### src/rtl/svpwm_pkg.sv
// rtl/svpwm_pkg.sv - shared types and constants for the SVPWM modulator
package svpwm_pkg;

  typedef logic signed [15:0] q15_t;

  localparam int SQRT3_HALF_Q15 = 28378;
  localparam int HALF_Q15       = 16384;

  localparam logic [1:0] PH_A = 2'd0;
  localparam logic [1:0] PH_B = 2'd1;
  localparam logic [1:0] PH_C = 2'd2;

  typedef enum logic [2:0] {
    SEC_NONE = 3'd0,
    SEC_1    = 3'd1,
    SEC_2    = 3'd2,
    SEC_3    = 3'd3,
    SEC_4    = 3'd4,
    SEC_5    = 3'd5,
    SEC_6    = 3'd6
  } sector_t;

  // Sector is named by which phase carries the largest and the smallest reference.
  function automatic sector_t sector_of(input logic [1:0] max_ph, input logic [1:0] min_ph);
    case ({max_ph, min_ph})
      {PH_A, PH_C}: return SEC_1;
      {PH_B, PH_C}: return SEC_2;
      {PH_B, PH_A}: return SEC_3;
      {PH_C, PH_A}: return SEC_4;
      {PH_C, PH_B}: return SEC_5;
      {PH_A, PH_B}: return SEC_6;
      default:      return SEC_1;
    endcase
  endfunction

endpackage

### src/rtl/svpwm_modulator_deadtime.sv
// rtl/svpwm_modulator_deadtime.sv - per-phase dead-band generator for one half-bridge
module svpwm_deadtime #(
  parameter int DEADTIME = 50
) (
  input  logic clk,
  input  logic rst,
  input  logic i_clr,
  input  logic i_raw,
  output logic o_h,
  output logic o_l
);

  localparam int CNTW = $clog2(DEADTIME + 3);

  logic [CNTW-1:0] r_run;
  logic            r_raw_d;
  logic [CNTW-1:0] w_run;

  // Length of the current raw run including this cycle, saturating just past DEADTIME.
  assign w_run = (i_raw != r_raw_d)               ? CNTW'(1) :
                 (r_run == CNTW'(DEADTIME + 1))   ? r_run    :
                                                    r_run + CNTW'(1);

  always_ff @(posedge clk or posedge rst) begin
    if (rst) begin
      r_run   <= '0;
      r_raw_d <= 1'b0;
      o_h     <= 1'b0;
      o_l     <= 1'b0;
    end else if (i_clr) begin
      r_run   <= '0;
      r_raw_d <= 1'b0;
      o_h     <= 1'b0;
      o_l     <= 1'b0;
    end else begin
      r_raw_d <= i_raw;
      r_run   <= w_run;
      o_h     <= i_raw  && (w_run > CNTW'(DEADTIME));
      o_l     <= !i_raw && (w_run > CNTW'(DEADTIME));
    end
  end

endmodule

### src/rtl/svpwm_modulator.sv
// rtl/svpwm_modulator.sv - SVPWM duty pipeline, shadowed compares, carrier and gate drive
module svpwm_modulator
  import svpwm_pkg::*;
#(
  parameter int DW       = 16,
  parameter int CW       = 12,
  parameter int PERIOD   = 2500,
  parameter int DEADTIME = 50
) (
  input  logic                 clk,
  input  logic                 rst,
  input  logic                 enable,
  input  logic                 in_valid,
  input  logic signed [DW-1:0] alpha,
  input  logic signed [DW-1:0] beta,
  output logic                 pwm_ah,
  output logic                 pwm_al,
  output logic                 pwm_bh,
  output logic                 pwm_bl,
  output logic                 pwm_ch,
  output logic                 pwm_cl,
  output logic [CW-1:0]        cmp_a,
  output logic [CW-1:0]        cmp_b,
  output logic [CW-1:0]        cmp_c,
  output logic [2:0]           sector,
  output logic                 sat,
  output logic                 period_start
);

  // Returns {clamped, duty}; the offset uses a floor shift so negative refs round down.
  function automatic logic [CW:0] duty_of(input logic signed [18:0] v);
    logic signed [31:0] d;
    d = 32'(PERIOD / 2) + ((32'(v) * 32'(PERIOD)) >>> 16);
    if (d < 0)           return {1'b1, CW'(0)};
    else if (d > PERIOD) return {1'b1, CW'(PERIOD)};
    else                 return {1'b0, CW'(d)};
  endfunction

  logic                 r_v1, r_v2, r_v3;
  logic signed [DW-1:0] r_s1_alpha, r_s1_beta;
  logic signed [17:0]   r_s2_va, r_s2_vb, r_s2_vc;
  logic signed [18:0]   r_s3_va, r_s3_vb, r_s3_vc;
  sector_t              r_s3_sector;

  logic signed [31:0]   w_a_half, w_b_sq;
  logic signed [17:0]   w_max, w_min;
  logic [1:0]           w_max_ph, w_min_ph;
  logic signed [18:0]   w_vcm;
  logic [CW:0]          w_da, w_db, w_dc;

  logic [CW-1:0]        r_pend_a, r_pend_b, r_pend_c;
  sector_t              r_pend_sector;
  logic                 r_pend_sat, r_pend_valid;
  logic [CW-1:0]        r_cmp_a, r_cmp_b, r_cmp_c;
  sector_t              r_sector;
  logic                 r_sat;
  logic [CW-1:0]        r_cnt;
  logic                 r_dir_down;
  logic                 w_load;

  assign w_a_half = 32'(r_s1_alpha) * 32'(HALF_Q15);
  assign w_b_sq   = 32'(r_s1_beta)  * 32'(SQRT3_HALF_Q15);

  // Ties: max prefers a>b>c, min prefers c>b>a, so all-equal lands in sector 1.
  always_comb begin
    w_max_ph = PH_C;
    w_max    = r_s2_vc;
    if (r_s2_va >= r_s2_vb && r_s2_va >= r_s2_vc) begin
      w_max_ph = PH_A;
      w_max    = r_s2_va;
    end else if (r_s2_vb >= r_s2_vc) begin
      w_max_ph = PH_B;
      w_max    = r_s2_vb;
    end
    w_min_ph = PH_A;
    w_min    = r_s2_va;
    if (r_s2_vc <= r_s2_va && r_s2_vc <= r_s2_vb) begin
      w_min_ph = PH_C;
      w_min    = r_s2_vc;
    end else if (r_s2_vb <= r_s2_va) begin
      w_min_ph = PH_B;
      w_min    = r_s2_vb;
    end
  end

  assign w_vcm = (19'(w_max) + 19'(w_min)) >>> 1;
  assign w_da  = duty_of(r_s3_va);
  assign w_db  = duty_of(r_s3_vb);
  assign w_dc  = duty_of(r_s3_vc);

  always_ff @(posedge clk or posedge rst) begin
    if (rst) begin
      r_v1        <= 1'b0;
      r_v2        <= 1'b0;
      r_v3        <= 1'b0;
      r_s1_alpha  <= '0;
      r_s1_beta   <= '0;
      r_s2_va     <= '0;
      r_s2_vb     <= '0;
      r_s2_vc     <= '0;
      r_s3_va     <= '0;
      r_s3_vb     <= '0;
      r_s3_vc     <= '0;
      r_s3_sector <= SEC_NONE;
    end else begin
      r_v1 <= in_valid;
      r_v2 <= r_v1;
      r_v3 <= r_v2;
      if (in_valid) begin
        r_s1_alpha <= alpha;
        r_s1_beta  <= beta;
      end
      if (r_v1) begin
        r_s2_va <= 18'(r_s1_alpha);
        r_s2_vb <= 18'((w_b_sq - w_a_half) >>> 15);
        r_s2_vc <= 18'((-w_a_half - w_b_sq) >>> 15);
      end
      if (r_v2) begin
        r_s3_va     <= 19'(r_s2_va) - w_vcm;
        r_s3_vb     <= 19'(r_s2_vb) - w_vcm;
        r_s3_vc     <= 19'(r_s2_vc) - w_vcm;
        r_s3_sector <= sector_of(w_max_ph, w_min_ph);
      end
    end
  end

  assign period_start = enable && (r_cnt == '0);
  assign w_load       = period_start && r_pend_valid;

  // A load and a new S4 result in the same cycle: load takes the old pending, new one stays pending.
  always_ff @(posedge clk or posedge rst) begin
    if (rst) begin
      r_pend_a      <= CW'(PERIOD / 2);
      r_pend_b      <= CW'(PERIOD / 2);
      r_pend_c      <= CW'(PERIOD / 2);
      r_pend_sector <= SEC_NONE;
      r_pend_sat    <= 1'b0;
      r_pend_valid  <= 1'b0;
      r_cmp_a       <= CW'(PERIOD / 2);
      r_cmp_b       <= CW'(PERIOD / 2);
      r_cmp_c       <= CW'(PERIOD / 2);
      r_sector      <= SEC_NONE;
      r_sat         <= 1'b0;
    end else begin
      if (w_load) begin
        r_cmp_a      <= r_pend_a;
        r_cmp_b      <= r_pend_b;
        r_cmp_c      <= r_pend_c;
        r_sector     <= r_pend_sector;
        r_sat        <= r_pend_sat;
        r_pend_valid <= 1'b0;
      end
      if (r_v3) begin
        r_pend_a      <= w_da[CW-1:0];
        r_pend_b      <= w_db[CW-1:0];
        r_pend_c      <= w_dc[CW-1:0];
        r_pend_sector <= r_s3_sector;
        r_pend_sat    <= w_da[CW] | w_db[CW] | w_dc[CW];
        r_pend_valid  <= 1'b1;
      end
    end
  end

  always_ff @(posedge clk or posedge rst) begin
    if (rst) begin
      r_cnt      <= '0;
      r_dir_down <= 1'b0;
    end else if (!enable) begin
      r_cnt      <= '0;
      r_dir_down <= 1'b0;
    end else if (!r_dir_down) begin
      r_cnt <= r_cnt + CW'(1);
      if (r_cnt == CW'(PERIOD - 1)) r_dir_down <= 1'b1;
    end else begin
      r_cnt <= r_cnt - CW'(1);
      if (r_cnt == CW'(1)) r_dir_down <= 1'b0;
    end
  end

  svpwm_deadtime #(.DEADTIME(DEADTIME)) u_dt_a (
    .clk(clk), .rst(rst), .i_clr(!enable), .i_raw(r_cnt < r_cmp_a), .o_h(pwm_ah), .o_l(pwm_al)
  );
  svpwm_deadtime #(.DEADTIME(DEADTIME)) u_dt_b (
    .clk(clk), .rst(rst), .i_clr(!enable), .i_raw(r_cnt < r_cmp_b), .o_h(pwm_bh), .o_l(pwm_bl)
  );
  svpwm_deadtime #(.DEADTIME(DEADTIME)) u_dt_c (
    .clk(clk), .rst(rst), .i_clr(!enable), .i_raw(r_cnt < r_cmp_c), .o_h(pwm_ch), .o_l(pwm_cl)
  );

  assign cmp_a  = r_cmp_a;
  assign cmp_b  = r_cmp_b;
  assign cmp_c  = r_cmp_c;
  assign sector = r_sector;
  assign sat    = r_sat;

endmodule

### config.mk
export PLATFORM = sky130hd
export DESIGN_NAME = svpwm_modulator
export DESIGN_NICKNAME = d
export VERILOG_FILES = /design/src/rtl/svpwm_pkg.sv /design/src/rtl/svpwm_modulator_deadtime.sv /design/src/rtl/svpwm_modulator.sv
export SDC_FILE = /design/constraint.sdc
export NUM_CORES = 2
export LEC_CHECK = 0
export CAP_MARGIN = 20
export CORE_MARGIN = 2
export CORE_UTILIZATION = 48
export CTS_CLUSTER_SIZE = 25
export DETAILED_ROUTE_END_ITERATION = 16
export SETUP_SLACK_MARGIN = 0.3
export SYNTH_ARGS = -nofsm -noshare
export SYNTH_HDL_FRONTEND = slang
export SYNTH_HIERARCHICAL = 1
export SYNTH_SLANG_ARGS = --single-unit
### constraint.sdc
create_clock -name clk -period 9.58 [get_ports clk]
set_input_delay 1.916 -clock clk [delete_from_list [all_inputs] [get_ports clk]]
set_output_delay 1.916 -clock clk [all_outputs]
set_load 0.01 [all_outputs]
==> results.txt <==
The synthesized netlist devotes roughly 11% of its cell area to simple gates. Routability-driven placement finished with a final weighted congestion of ~0.87. The multiplexer area fraction after synthesis came out at 3.63%. The relative area change from synthesis to final layout is 8.71%. The top-area cell type share of the netlist area came out at 22.6%. After synthesis, the largest family of logic cells by area is adder cells. The number of I/O pins came out at 83. STA classifies the critical path endpoint as a flop. The clock-pin slew of the registers on the worst-case setup and hold paths is 60 ps. Yosys attributes the largest share of cell area to sky130_fd_sc_hd__ha_1 (23%), sky130_fd_sc_hd__dfrtp_1 (17%), sky130_fd_sc_hd__fa_1 (16%).

The run finished with clean final reports. The synthesized netlist net count is ~4600. The routed layout has 25367 vias. The pin slew with the least headroom to its limit is around 1000 ps. Entering global routing, the biggest net connects 120 pins. The delay of the slowest cell on the worst path is ~540 ps. The H-tree generated during clock tree synthesis spans 2 levels.

After Yosys synthesis, XOR and XNOR cells account for between 4 and 5% of the synthesized area. The per-cell routed wire length came out at roughly 17 um. Counting flops and latches in the post-synthesis netlist gives about 270. The total number of clock tree sinks came out at 266.

The final core utilization is approximately 53%. The final hold violation count is 0. Based on the critical path, the design can be clocked at up to between 100 and 150 MHz. The die covers between 70000 and 80000 sq um. The max-cap violation count is 0. The min-delay analysis places its worst path in the category flop to flop.

The largest individual stage delay along the critical path comes from the cell sky130_fd_sc_hd__fa_1. The count of final max-slew check failures is 0. Clock latency on the worst-skew pair, taken at its later pin, is about 560 ps. The required time at the endpoint of the critical path is approximately 10000 ps.

For this run, the leading register cell type out of synthesis is sky130_fd_sc_hd__dfrtp_1. The final sum of negative setup slack came out at 0 ps. The number of synthesis warnings came out at 6.

The post-synthesis instance total is between 3000 and 4000. The all-layer global routing usage came out at 21.9%. The core area came out at 71400 sq um. In the final design database the tool counted between 4000 and 5000 nets.

The number of standard cells in the final layout excluding fillers is roughly 4700. Counting tap cells, the placed design contains a total of 4679 instances. The count of antenna diodes in the layout came out at 0. The number of hold buffers added after CTS came out at 0. Setup repair after global routing left no endpoint under its margin. The tree is rooted in a sky130_fd_sc_hd__clkbuf_16.

The post-synthesis average cell area is 9.32 sq um. The worst pin sits at a relative slew slack of 33.4%. The CTS tree is done.

The via count of the first global-routing pass came out at about 26000. The global-route wire length before repair came out at between 100000 and 150000 um. The setup slack on the worst flop-to-flop path is roughly 1200 ps.

The clock period minus final worst setup slack came out at about 8400 ps. The number of buffers added by the clock tree synthesis step came out at 34. Dividing the detail-routed via count by the number of cells gives approximately 5.4. In the routed design, unresolved DRC markers number 0. The detailed placement HPWL is 64800 um. The async set-or-reset flop fraction in the synthesized netlist came out at 100%.

The cell accounting for the most synthesized area is sky130_fd_sc_hd__ha_1. The remaining antenna violation count came out at 0. The number of design-rule violations left by the first detailed-router iteration is roughly 1200. The critical path in this run is classified as flop to flop. Before antenna repair, the detailed router went through 5 iterations. The adder-cell share of the synthesized area came out at between 30% and 40%.

The post-detailed-routing wire length is 78900 um. The die extent in y came out at about 270 um. The number of resized instances in the post-cts repair step is 0. The maximum root-to-sink buffer count came out at 3.

The global-route congestion overflow total is 0. The distinct cell type count of the synthesized netlist came out at a little under 100. The worst clock skew is ~23 ps. The sequential area share after synthesis is about a fifth. The count of port buffers added during placement is 82.

The worst setup path is launched from a flop. The data arrival time of the worst path came out at about 9000 ps. Setup violations remaining at the end of the flow were counted as 0. The synthesized netlist devotes between 10% and 20% of its cell area to compound gates.

Summing every instance area after synthesis gives ~35000 sq um. In this run the horizontal extent of the chip is 272 um. In this run the worst path has a maximum fanout of 6.

The synthesized design contains 0 enable-type register cells. The layout cell share with drive strength beyond 1 came out at around 6.8%. After clock tree synthesis, the setup repair step added 0 buffers. The final critical path takes up 87.9% of the cycle. The initial antenna violation count is 1.

The number of rows in the core area came out at 98. The effective utilization at floorplan came out at 48.4%.
synth_stat cells (20+ instances only):
cell type and count:
sky130_fd_sc_hd__clkbuf_1 55, sky130_fd_sc_hd__mux2i_1 25, sky130_fd_sc_hd__nand2b_1 38, sky130_fd_sc_hd__xnor2_1 101
sky130_fd_sc_hd__nand4_1 22, sky130_fd_sc_hd__a211oi_1 36, sky130_fd_sc_hd__a31oi_1 23, sky130_fd_sc_hd__xor2_1 70
sky130_fd_sc_hd__o21a_1 20, sky130_fd_sc_hd__o21ai_0 195, sky130_fd_sc_hd__and3_1 21, sky130_fd_sc_hd__mux2_2 88
sky130_fd_sc_hd__dfstp_2 30, sky130_fd_sc_hd__nor2b_1 26, sky130_fd_sc_hd__o31ai_1 40, sky130_fd_sc_hd__ha_1 623
sky130_fd_sc_hd__a21oi_1 183, sky130_fd_sc_hd__nor2_1 175, sky130_fd_sc_hd__and2_1 23, sky130_fd_sc_hd__fa_1 283
sky130_fd_sc_hd__nor3_1 42, sky130_fd_sc_hd__a21o_1 80, sky130_fd_sc_hd__o2bb2ai_1 21, sky130_fd_sc_hd__o21bai_1 22
sky130_fd_sc_hd__inv_1 631, sky130_fd_sc_hd__dfrtp_1 236, sky130_fd_sc_hd__nand3_1 82, sky130_fd_sc_hd__nand2_1 219
sky130_fd_sc_hd__or3_1 29
metal layers:
metal	track usage, %	wire length, um
met1	29.4	37300
met2	37.8	37600
met3	2.48	2310
met4	4.95	1720
met5	0	12
worst max-delay path, delay by kind of cell (launching register included):
kind	cells	cell delay, ps
mux	1	260
compound gates	7	1680
xor+xnor	2	250
simple gates	9	1430
fa+ha+maj	9	3880
buf+inv	5	360
flops	1	430
layout make-up:
| type | instances | area (sq um) |
|---|---|---|
| Tap cell | 950 | 1190 |
| Clock buffer | 47 | 981 |
| Inverter | 634 | 2390 |
| Timing Repair Buffer | 96 | 921 |
| Clock inverter | 15 | 186 |
| Multi-Input combinational cell | 2733 | 25200 |
| Fill cell | 6694 | 33800 |
| Sequential cell | 266 | 6700 |
through the flow:
step / hold WS, ps / setup slack (ps) / cell area, sq um
after floorplan: 352 / 1150 / 34500
after global placement: 458 / 1330 / 36400
after detailed placement: 465 / 1200 / 36400
after CTS: 480 / 1190 / 37600
after global routing: 494 / 697 / 37600
final: 475 / 1160 / 37600
flip-flops by register name, summed over array words and instances, names as in the netlist, 12 cells and up:
| register | flops |
|---|---|
| cmp_a | 12 |
| cmp_b | 12 |
| cmp_c | 12 |
| r_cnt | 12 |
| r_pend_a | 12 |
| r_pend_b | 12 |
| r_pend_c | 12 |
| r_s1_alpha | 16 |
| r_s1_beta | 16 |
| r_s2_va | 16 |
| r_s2_vb | 17 |
| r_s2_vc | 17 |
| r_s3_va | 19 |
| r_s3_vb | 19 |
| r_s3_vc | 19 |
placed cells by master (no fill, tap or decap), types with 13 or more instances in the layout:
cell type	count
sky130_fd_sc_hd__inv_1	630
sky130_fd_sc_hd__ha_1	623
sky130_fd_sc_hd__fa_1	283
sky130_fd_sc_hd__dfrtp_1	234
sky130_fd_sc_hd__nand2_1	218
sky130_fd_sc_hd__o21ai_0	195
sky130_fd_sc_hd__a21oi_1	183
sky130_fd_sc_hd__nor2_1	175
sky130_fd_sc_hd__xnor2_1	101
sky130_fd_sc_hd__mux2_2	88
sky130_fd_sc_hd__nand3_1	82
sky130_fd_sc_hd__clkdlybuf4s50_1	81
sky130_fd_sc_hd__a21o_1	80
sky130_fd_sc_hd__xor2_1	70
sky130_fd_sc_hd__nor3_1	42
sky130_fd_sc_hd__o31ai_1	39
sky130_fd_sc_hd__nand2b_1	38
sky130_fd_sc_hd__a211oi_1	36
sky130_fd_sc_hd__clkbuf_16	35
sky130_fd_sc_hd__dfstp_2	30
sky130_fd_sc_hd__or3_1	29
sky130_fd_sc_hd__nor2b_1	26
sky130_fd_sc_hd__mux2i_1	25
sky130_fd_sc_hd__and2_1	23
sky130_fd_sc_hd__a31oi_1	23
sky130_fd_sc_hd__o21bai_1	22
sky130_fd_sc_hd__nand4_1	22
sky130_fd_sc_hd__and3_1	21
sky130_fd_sc_hd__o2bb2ai_1	21
sky130_fd_sc_hd__o21a_1	20
sky130_fd_sc_hd__buf_4	14
sky130_fd_sc_hd__o211ai_1	13
logic make-up after synthesis:
group / Yosys count
AOI/OAI and AO/OA: 786
adders and majority gates: 906
and+or+nand+nor: 756
DFF: 266
muxes: 114
xor gates and xnor gates: 171
buffers and inverters: 706
final timing paths:
path / start / to / depth (start not counted)
max in group asynchronous: rst / r_v2 / 3
worst min register to register: r_pend_c[10] / r_pend_c[10] / 2
worst min-delay path: r_pend_c[10] / r_pend_c[10] / 2
worst max register to register: r_s1_beta[5] / r_s2_vc[14] / 33
min in group asynchronous: rst / u_dt_c/o_h / 2
worst max-delay path: r_s1_beta[5] / r_s2_vc[14] / 33
Power is not shown: default switching activity piles up to over one toggle a cycle in this logic, so the estimate is an artifact.
